===== config.mk =====
export PLATFORM = sky130hd
export DESIGN_NAME = uart_rx
export DESIGN_NICKNAME = d
export VERILOG_FILES = /design/src/rtl/uart_pkg.sv /design/src/rtl/uart_parity.sv /design/src/rtl/uart_rx.sv
export SDC_FILE = /design/constraint.sdc
export NUM_CORES = 1
export LEC_CHECK = 0
export CAP_MARGIN = 10
export CORE_MARGIN = 8
export CORE_UTILIZATION = 61
export CTS_CLUSTER_SIZE = 25
export DETAILED_ROUTE_END_ITERATION = 7
export DONT_BUFFER_PORTS = 1
export PLACE_DENSITY = 0.77
export SYNTH_ARGS = -nofsm -noshare
export SYNTH_HDL_FRONTEND = slang
export SYNTH_SLANG_ARGS = --single-unit

===== constraint.sdc =====
create_clock -name clk_i -period 2.7 [get_ports clk_i]
set_input_delay 0.675 -clock clk_i [delete_from_list [all_inputs] [get_ports clk_i]]
set_output_delay 0.675 -clock clk_i [all_outputs]
set_load 0.03 [all_outputs]

===== src/rtl/uart_pkg.sv =====
// Shared UART definitions: receiver state encoding, parity-type names and baud divisor helper.
package uart_pkg;

    typedef enum logic [2:0] {
        WAIT_IDLE,
        IDLE,
        START,
        DATA,
        PARITY,
        STOP
    } rx_state_e;

    localparam string PARITY_NONE  = "none";
    localparam string PARITY_EVEN  = "even";
    localparam string PARITY_ODD   = "odd";
    localparam string PARITY_MARK  = "mark";
    localparam string PARITY_SPACE = "space";

    function automatic int clocks_per_bit(input int clock_frequency, input int baud_rate);
        return clock_frequency / baud_rate;
    endfunction

endpackage


===== src/rtl/uart_parity.sv =====
// Expected parity bit for a data word; shared by the TX and RX paths.
module uart_parity import uart_pkg::*; #(
    parameter int    DataWidth  = 8,
    parameter string ParityType = "none"
) (
    input  logic [DataWidth-1:0] data_i,
    output logic                 parity_o
);

    // Constant parity types still fold in data_i so the port never dangles.
    if (ParityType == PARITY_EVEN) begin : g_even
        assign parity_o = ^data_i;
    end else if (ParityType == PARITY_ODD) begin : g_odd
        assign parity_o = ~^data_i;
    end else if (ParityType == PARITY_MARK) begin : g_mark
        assign parity_o = 1'b1 | (^data_i);
    end else if (ParityType == PARITY_SPACE || ParityType == PARITY_NONE) begin : g_space
        assign parity_o = 1'b0 & (^data_i);
    end else begin : g_bad
        $error("uart_parity: unsupported ParityType '%s'", ParityType);
        assign parity_o = 1'b0 & (^data_i);
    end

endmodule


===== src/rtl/uart_rx.sv =====
// UART receiver: 2-flop synchronised line, mid-bit sampling, parity and stop-bit checking.
module uart_rx import uart_pkg::*; #(
    parameter int    ClockFrequency = 100000000,
    parameter int    BaudRate       = 115200,
    parameter int    DataWidth      = 8,
    parameter string ParityType     = "none",
    parameter int    StopBits       = 1
) (
    input  logic                 clk_i,
    input  logic                 reset_i,
    input  logic                 rx_i,
    output logic [DataWidth-1:0] data_o,
    output logic                 valid_o,
    output logic                 parity_err_o,
    output logic                 frame_err_o,
    output logic                 busy_o
);

    localparam int CPB = clocks_per_bit(ClockFrequency, BaudRate);
    localparam int H   = CPB / 2;
    localparam int CW  = $clog2(CPB);
    localparam int BW  = $clog2(DataWidth + 1);
    localparam bit HAS_PARITY = (ParityType != PARITY_NONE);

    localparam logic [CW-1:0] HALF_LAST = CW'(H - 1);
    localparam logic [CW-1:0] BIT_LAST  = CW'(CPB - 1);
    localparam logic [BW-1:0] DATA_LAST = BW'(DataWidth - 1);
    localparam logic [BW-1:0] STOP_LAST = BW'(StopBits - 1);

    if (CPB < 4) begin : g_bad_cpb
        $error("uart_rx: ClockFrequency/BaudRate must be >= 4 (got %0d)", CPB);
    end
    if (StopBits < 1 || StopBits > 2) begin : g_bad_stop
        $error("uart_rx: StopBits must be 1 or 2 (got %0d)", StopBits);
    end

    logic                 rx_meta_q, rx_s_q, rx_q;
    rx_state_e            state_q;
    logic [CW-1:0]        cnt_q;
    logic [BW-1:0]        bit_cnt_q;
    logic [DataWidth-1:0] shift_q;
    logic                 par_q;
    logic                 stop_err_q;
    logic [DataWidth-1:0] data_q;
    logic                 valid_q, parity_err_q, frame_err_q;

    logic tick;
    logic stop_err_d;
    logic exp_parity;

    uart_parity #(
        .DataWidth (DataWidth),
        .ParityType(ParityType)
    ) u_parity (
        .data_i  (shift_q),
        .parity_o(exp_parity)
    );

    // The start bit is sampled half a bit in; every later sample is a full bit on.
    assign tick       = (state_q == START) ? (cnt_q == HALF_LAST) : (cnt_q == BIT_LAST);
    assign stop_err_d = stop_err_q | ~rx_s_q;

    always_ff @(posedge clk_i) begin
        if (reset_i) begin
            rx_meta_q    <= 1'b1;
            rx_s_q       <= 1'b1;
            rx_q         <= 1'b1;
            state_q      <= WAIT_IDLE;
            cnt_q        <= '0;
            bit_cnt_q    <= '0;
            shift_q      <= '0;
            par_q        <= 1'b0;
            stop_err_q   <= 1'b0;
            data_q       <= '0;
            valid_q      <= 1'b0;
            parity_err_q <= 1'b0;
            frame_err_q  <= 1'b0;
        end else begin
            rx_meta_q <= rx_i;
            rx_s_q    <= rx_meta_q;
            rx_q      <= rx_s_q;
            valid_q   <= 1'b0;

            if (state_q == WAIT_IDLE || state_q == IDLE || tick) begin
                cnt_q <= '0;
            end else begin
                cnt_q <= cnt_q + 1'b1;
            end

            case (state_q)
                WAIT_IDLE: begin
                    if (rx_s_q) state_q <= IDLE;
                end
                IDLE: begin
                    if (rx_q && !rx_s_q) state_q <= START;
                end
                START: begin
                    if (tick) begin
                        bit_cnt_q  <= '0;
                        stop_err_q <= 1'b0;
                        state_q    <= rx_s_q ? IDLE : DATA;
                    end
                end
                DATA: begin
                    if (tick) begin
                        shift_q <= {rx_s_q, shift_q[DataWidth-1:1]};
                        if (bit_cnt_q == DATA_LAST) begin
                            bit_cnt_q <= '0;
                            state_q   <= HAS_PARITY ? PARITY : STOP;
                        end else begin
                            bit_cnt_q <= bit_cnt_q + 1'b1;
                        end
                    end
                end
                PARITY: begin
                    if (tick) begin
                        par_q   <= rx_s_q;
                        state_q <= STOP;
                    end
                end
                STOP: begin
                    if (tick) begin
                        if (bit_cnt_q == STOP_LAST) begin
                            data_q       <= shift_q;
                            frame_err_q  <= stop_err_d;
                            parity_err_q <= HAS_PARITY && (par_q != exp_parity);
                            valid_q      <= 1'b1;
                            bit_cnt_q    <= '0;
                            state_q      <= stop_err_d ? WAIT_IDLE : IDLE;
                        end else begin
                            stop_err_q <= stop_err_d;
                            bit_cnt_q  <= bit_cnt_q + 1'b1;
                        end
                    end
                end
                default: state_q <= WAIT_IDLE;
            endcase
        end
    end

    assign data_o       = data_q;
    assign valid_o      = valid_q;
    assign parity_err_o = parity_err_q;
    assign frame_err_o  = frame_err_q;
    assign busy_o       = (state_q != IDLE);

endmodule


**After elaboration in Yosys (flattened, before gate mapping)**

Cells that the tools add are included.

- ROM bits: 0
- Logic and storage cells: 73
- Bits in latches: 0
- Memories: 0
- Bits of input ports: 3
- Register bits: 39
- Bits in writable memories: 0

- $mul: 0
- Muxes and demuxes: 23
- Div/mod/pow operators: 0
- Add/sub/neg operators: 2
- Reduce and logical (&&, ||, !) cells: 15
- Equal/unequal tests: 18
- Bitwise operators: 4
- Shift operators: 0
- Magnitude comparators: 0

Operators by type and width:

| kind | count |
|---|---|
| 2-to-1 mux 3 bit | 8 |
| 2-to-1 mux 4 bit | 5 |
| case mux 3 bit (6 select lines) | 1 |
| inequality test 2 bit, second input constant | 8 |
| case mux 4 bit (3 select lines) | 1 |
| adder 10 x 1 -> 10 bit, second input constant | 1 |
| == test 10 bit, second input constant | 1 |
| == test 10 x 9 -> 1 bit, second input constant | 1 |
| AND reduction 4 bit | 2 |
| AND reduction 8 bit | 1 |
| == test 3 x 2 -> 1 bit, second input constant | 2 |
| == test 3 bit, second input constant | 2 |
| 2-to-1 mux 1 bit | 6 |
| adder 4 x 1 -> 4 bit, second input constant | 1 |
| == test 4 x 3 -> 1 bit, second input constant | 1 |
| zero test 4 bit | 1 |
| == test 3 x 1 -> 1 bit, second input constant | 1 |
| zero test 3 bit | 1 |
| inequality test 3 x 1 -> 1 bit, second input constant | 1 |
| NOT 1 bit | 3 |
| AND reduction 3 bit | 1 |
| nonzero test 3 bit | 1 |
| OR reduction 3 bit | 1 |
| logical OR 1 bit | 2 |
| other kinds (9) | 9 |

**Logic depth before layout (Yosys ltp)**

- Depth in word-level cells: 6
- Mapped depth: 7
- Depth with buffers taken out: 7

**Worst setup path after synthesis**

No wires, ideal clock.

- Path kind: register to register
- Start: reg state_q[2]
- End: reg bit_cnt_q[3]
- Clock period less this slack: 2,146 ps
- Slack: 554 ps
- Buffers on the path: 0
- Arrival time: 2,076 ps
- Setup time: 70 ps
- Stages on the path, launching flop included: 6
- Cell sequence: dfxtp_1 > nand2b_2 > or4_4 > a221o_1 > or4_1 > a21oi_1

- Longest elaborated chain between the ends: 4

RTL lines:

| what | line | text |
|---|---|---|
| start: declaration | uart_rx.sv:38 | `rx_state_e state_q;` |
| start signal: assignment | uart_rx.sv:101 | `state_q <= rx_s_q ? IDLE : DATA;` |
| start signal: assignment | uart_rx.sv:109 | `state_q <= HAS_PARITY ? PARITY : STOP;` |
| start signal: assignment | uart_rx.sv:129 | `state_q <= stop_err_d ? WAIT_IDLE : IDLE;` |
| == test 3 x 2 -> 1 bit | uart_rx.sv:60, uart_rx.sv:90 |  |
| 2-to-1 mux 1 bit | uart_rx.sv:60 | `assign tick = (state_q == START) ? (cnt_q == HALF_LAST) : (cnt_q == BIT_LAST);` |
| inequality test 2 bit (no line) | - |  |
| AND reduction 4 bit (no line) | - |  |
| end signal: assignment | uart_rx.sv:111 | `bit_cnt_q <= bit_cnt_q + 1'b1;` |
| end signal: assignment | uart_rx.sv:132 | `bit_cnt_q <= bit_cnt_q + 1'b1;` |
| end: declaration | uart_rx.sv:40 | `logic [BW-1:0] bit_cnt_q;` |

Parallel ways exist; a longest one is shown, timed or not.
A chain may end at the register's enable or synchronous reset.

**Worst setup path after layout**

Same ends and word-level chain as after synthesis.

==> results.tsv <==
stage	metric	value	unit
setup_path	CP cell instances	nand2b_2 -> or4_4 -> a221o_1 -> or4_1 -> a21oi_1	
sta	Final WS setup	0.386	ns
global_routing	initial antenna violation count	0	
finish	Finished Core Util	0.663	
route	DRC viols	0	
power_and_ir_drop	LEAKAGE	0.598	nW
logic_synthesis	Mapped Avg Cell Area	9.03	um2
route	drt pass-1 iters	5	
sta	fmax	432	MHz
worst_hold_path	hold depth	1	
clock_tree	CTS tree	yes	
route	Initial DRC Count	115	
finish	Antenna Cells	0	
logic_synthesis	Yosys reg bits	39	
floorplan	Core ar.	2710	um2
logic_synthesis	Seq/Total Area, Yosys	0.455	
power_and_ir_drop	Worst VDD drop	454	uV
clock_tree	CTS Buffer Depth	2	
clock_tree	Clk Latency, worst-skew pair	0.34	ns
place	GPL Wtd Cong	0.864	
place	Port Buffers	0	
clock_tree	Post-CTS Setup Repair Bufs	0	
global_routing	pin count of the biggest net entering global routing	32	
setup_path	Crit. End Element	flip-flop	
sta	RSZ-0062 raised after global routing	false	
setup_path	Worst Reg2Reg Path Length in Cells	5	
flow_run	max cap viols	0	
route	Detail Route Antenna Nets	0	
place	Placed Area	1750	um2
clock_tree	cts repair resizes	0	
logic_synthesis	Distinct cells, synth	43	
power_and_ir_drop	total power	1.08	mW
finish	nets	199	
sta	Final period util	0.857	
floorplan	Die ar.	4770	um2
logic_synthesis	Async SR Flop Fraction	0	
place	worst slack, placed	0.403	ns
global_routing	vias in the first global route	1291	
logic_synthesis	most used flip-flop cell after synthesis	dfxtp_1	
clock_tree	H-tree levels	2	
logic_synthesis	cell count after synthesis	190	
sta	total negative setup slack	0	ns
clock_tree	CTS Hold Buffers Added	0	
floorplan	DIE WIDTH	69.0	um
global_routing	GR Overflow Total	0	
sta	slew margin rel.	0.631	
setup_path	Worst Path Arrival	2.59	ns
route	drt via density	5.84	
route	detailed-route wire length	3230	um
setup_path	R2R setup slack	0.39	ns
clock_tree	Worst-path clk slew	0.11	ns
route	average wire per standard cell	14.5	um
sta	Setup-failing EPs final	0	
finish	layout cells sized above 1	0.0938	
finish	commonest non-fill, non-tap cells in the layout	dfxtp_1 (39), nor2_1 (34), mux2i_1 (17), nand2_1 (13)	
setup_path	CP max FO	7	
status	status	complete, no violations	
finish	Finished Cell Area	1800	um2
global_routing	GRT Util Overall	0.140	
floorplan	die height	69.0	um
sta	Hold Vio Cnt, Final	0	
floorplan	Initial Utilization	0.633	
sta	Clock Skews	0.0124	ns
finish	P&R area growth vs syn	4.74	%
setup_path	critical path class	flip-flop to flip-flop	
sta	minimum clock period after layout	2.31	ns
setup_path	Crit-path slowest cell	or4_4	
logic_synthesis	synthesized area	1720	um2
clock_tree	clock sink count	39	
setup_path	slowest cell delay on critical path	0.53	ns
place	hpwl dp	2360	um
clock_tree	Root Driver	clkbuf_4	
clock_tree	Num CTS Buffers	5	
global_routing	first-pass GRT wire length	5640	um
floorplan	num rows	19	
worst_hold_path	Tightest Hold Check Type	primary input to flip-flop	
logic_synthesis	Post-synth EDFFs	0	
route	Via Count	1302	
power_and_ir_drop	pwr dens	599	nW/um2
sta	actual slew at the worst max-slew pin	0.548	ns
setup_path	Worst Path Required	2.98	ns
logic_synthesis	YS warnings	0	
logic_synthesis	Syn Nets	196	
floorplan	# IOs	15	
finish	most common cell after layout, fill and taps aside	dfxtp_1	
setup_path	critical path launch point type	flip-flop	
sta	max-slew violations	0	
-- critical path: cells and delay by family (launching register included) --
family,cells,cell delay (ns)
compound gates,2,0.60
flops,1,0.37
simple gates,3,1.29
-- final cells by class --
cell class	count	area, um2
sequential	39	781
tap	31	38.8
clock buffer	5	37.5
clock inverter	1	7.51
multi-input combinational	138	883
inverter	5	18.8
timing repair buffer	4	30.0
fill	235	913
-- power by group --
| group | internal [mW] | switching [mW] | total, mW |
|---|---|---|---|
| registers | 0.594 | 0.0215 | 0.615 |
| clock network | 0.0916 | 0.172 | 0.264 |
| logic | 0.0703 | 0.127 | 0.197 |
| total | 0.756 | 0.320 | 1.08 |
-- cells by family after synthesis --
group	share of synthesized area
buffers and inverters	0.0328
other	0.00219
muxes	0.0992
and+or+nand+nor	0.259
AOI/OAI and AO/OA	0.0890
xor gates and xnor gates	0.0408
adders and majority gates	0.0219
DFF	0.455
-- synth_stat cells (all sizes together), types with 2 or more instances --
library cell  count  area [um2]
a32oi             2        17.5
ha                3        37.5
and3              2        12.5
or2               3        18.8
nand2            13        48.8
xnor2             4        35.0
nand3b            2        15.0
inv               5        18.8
nand3             7        35.0
a21oi             7        35.0
nand2b            3        21.3
o21ai             5        25.0
nand4b            2        17.5
or3               3        18.8
buf               2        15.0
nor2b             3        18.8
mux2i            17         170
xor2              4        35.0
clkbuf            6        22.5
a221oi            2        17.5
nor3              4        25.0
nor2             34         128
or4               2        18.8
dfxtp            39         781
-- sequential cells by signal (all words and copies together) (netlist names), 3 cells and up --
register   cells
state_q        3
bit_cnt_q      4
data_o         8
cnt_q         10
shift_q        8
-- metrics by stage --
step / hold slack (ns) / cells
detailed placement: 0.397 / 217
finish: 0.389 / 223
floorplan: 0.389 / 190
CTS: 0.368 / 223
global route: 0.358 / 223
global placement: 0.392 / 217
-- routing by layer --
metal | GRT usage | vias up | wire length, um
met5 | 0 | - | 0
met4 | 0.0774 | 0 | 92
met3 | 0.0587 | 12 | 221
met2 | 0.225 | 33 | 1540
met1 | 0.150 | 595 | 1370
li1 | - | 662 | -
-- final timing paths --
| path | startpoint | end |
|---|---|---|
| hold / removal | reset_i | bit_cnt_q[0] |
| setup reg to reg | state_q[2] | bit_cnt_q[3] |
| hold reg to reg | rx_meta_q | rx_s_q |
| setup / recovery | state_q[2] | bit_cnt_q[3] |
Power figures use the tool's default switching activity.
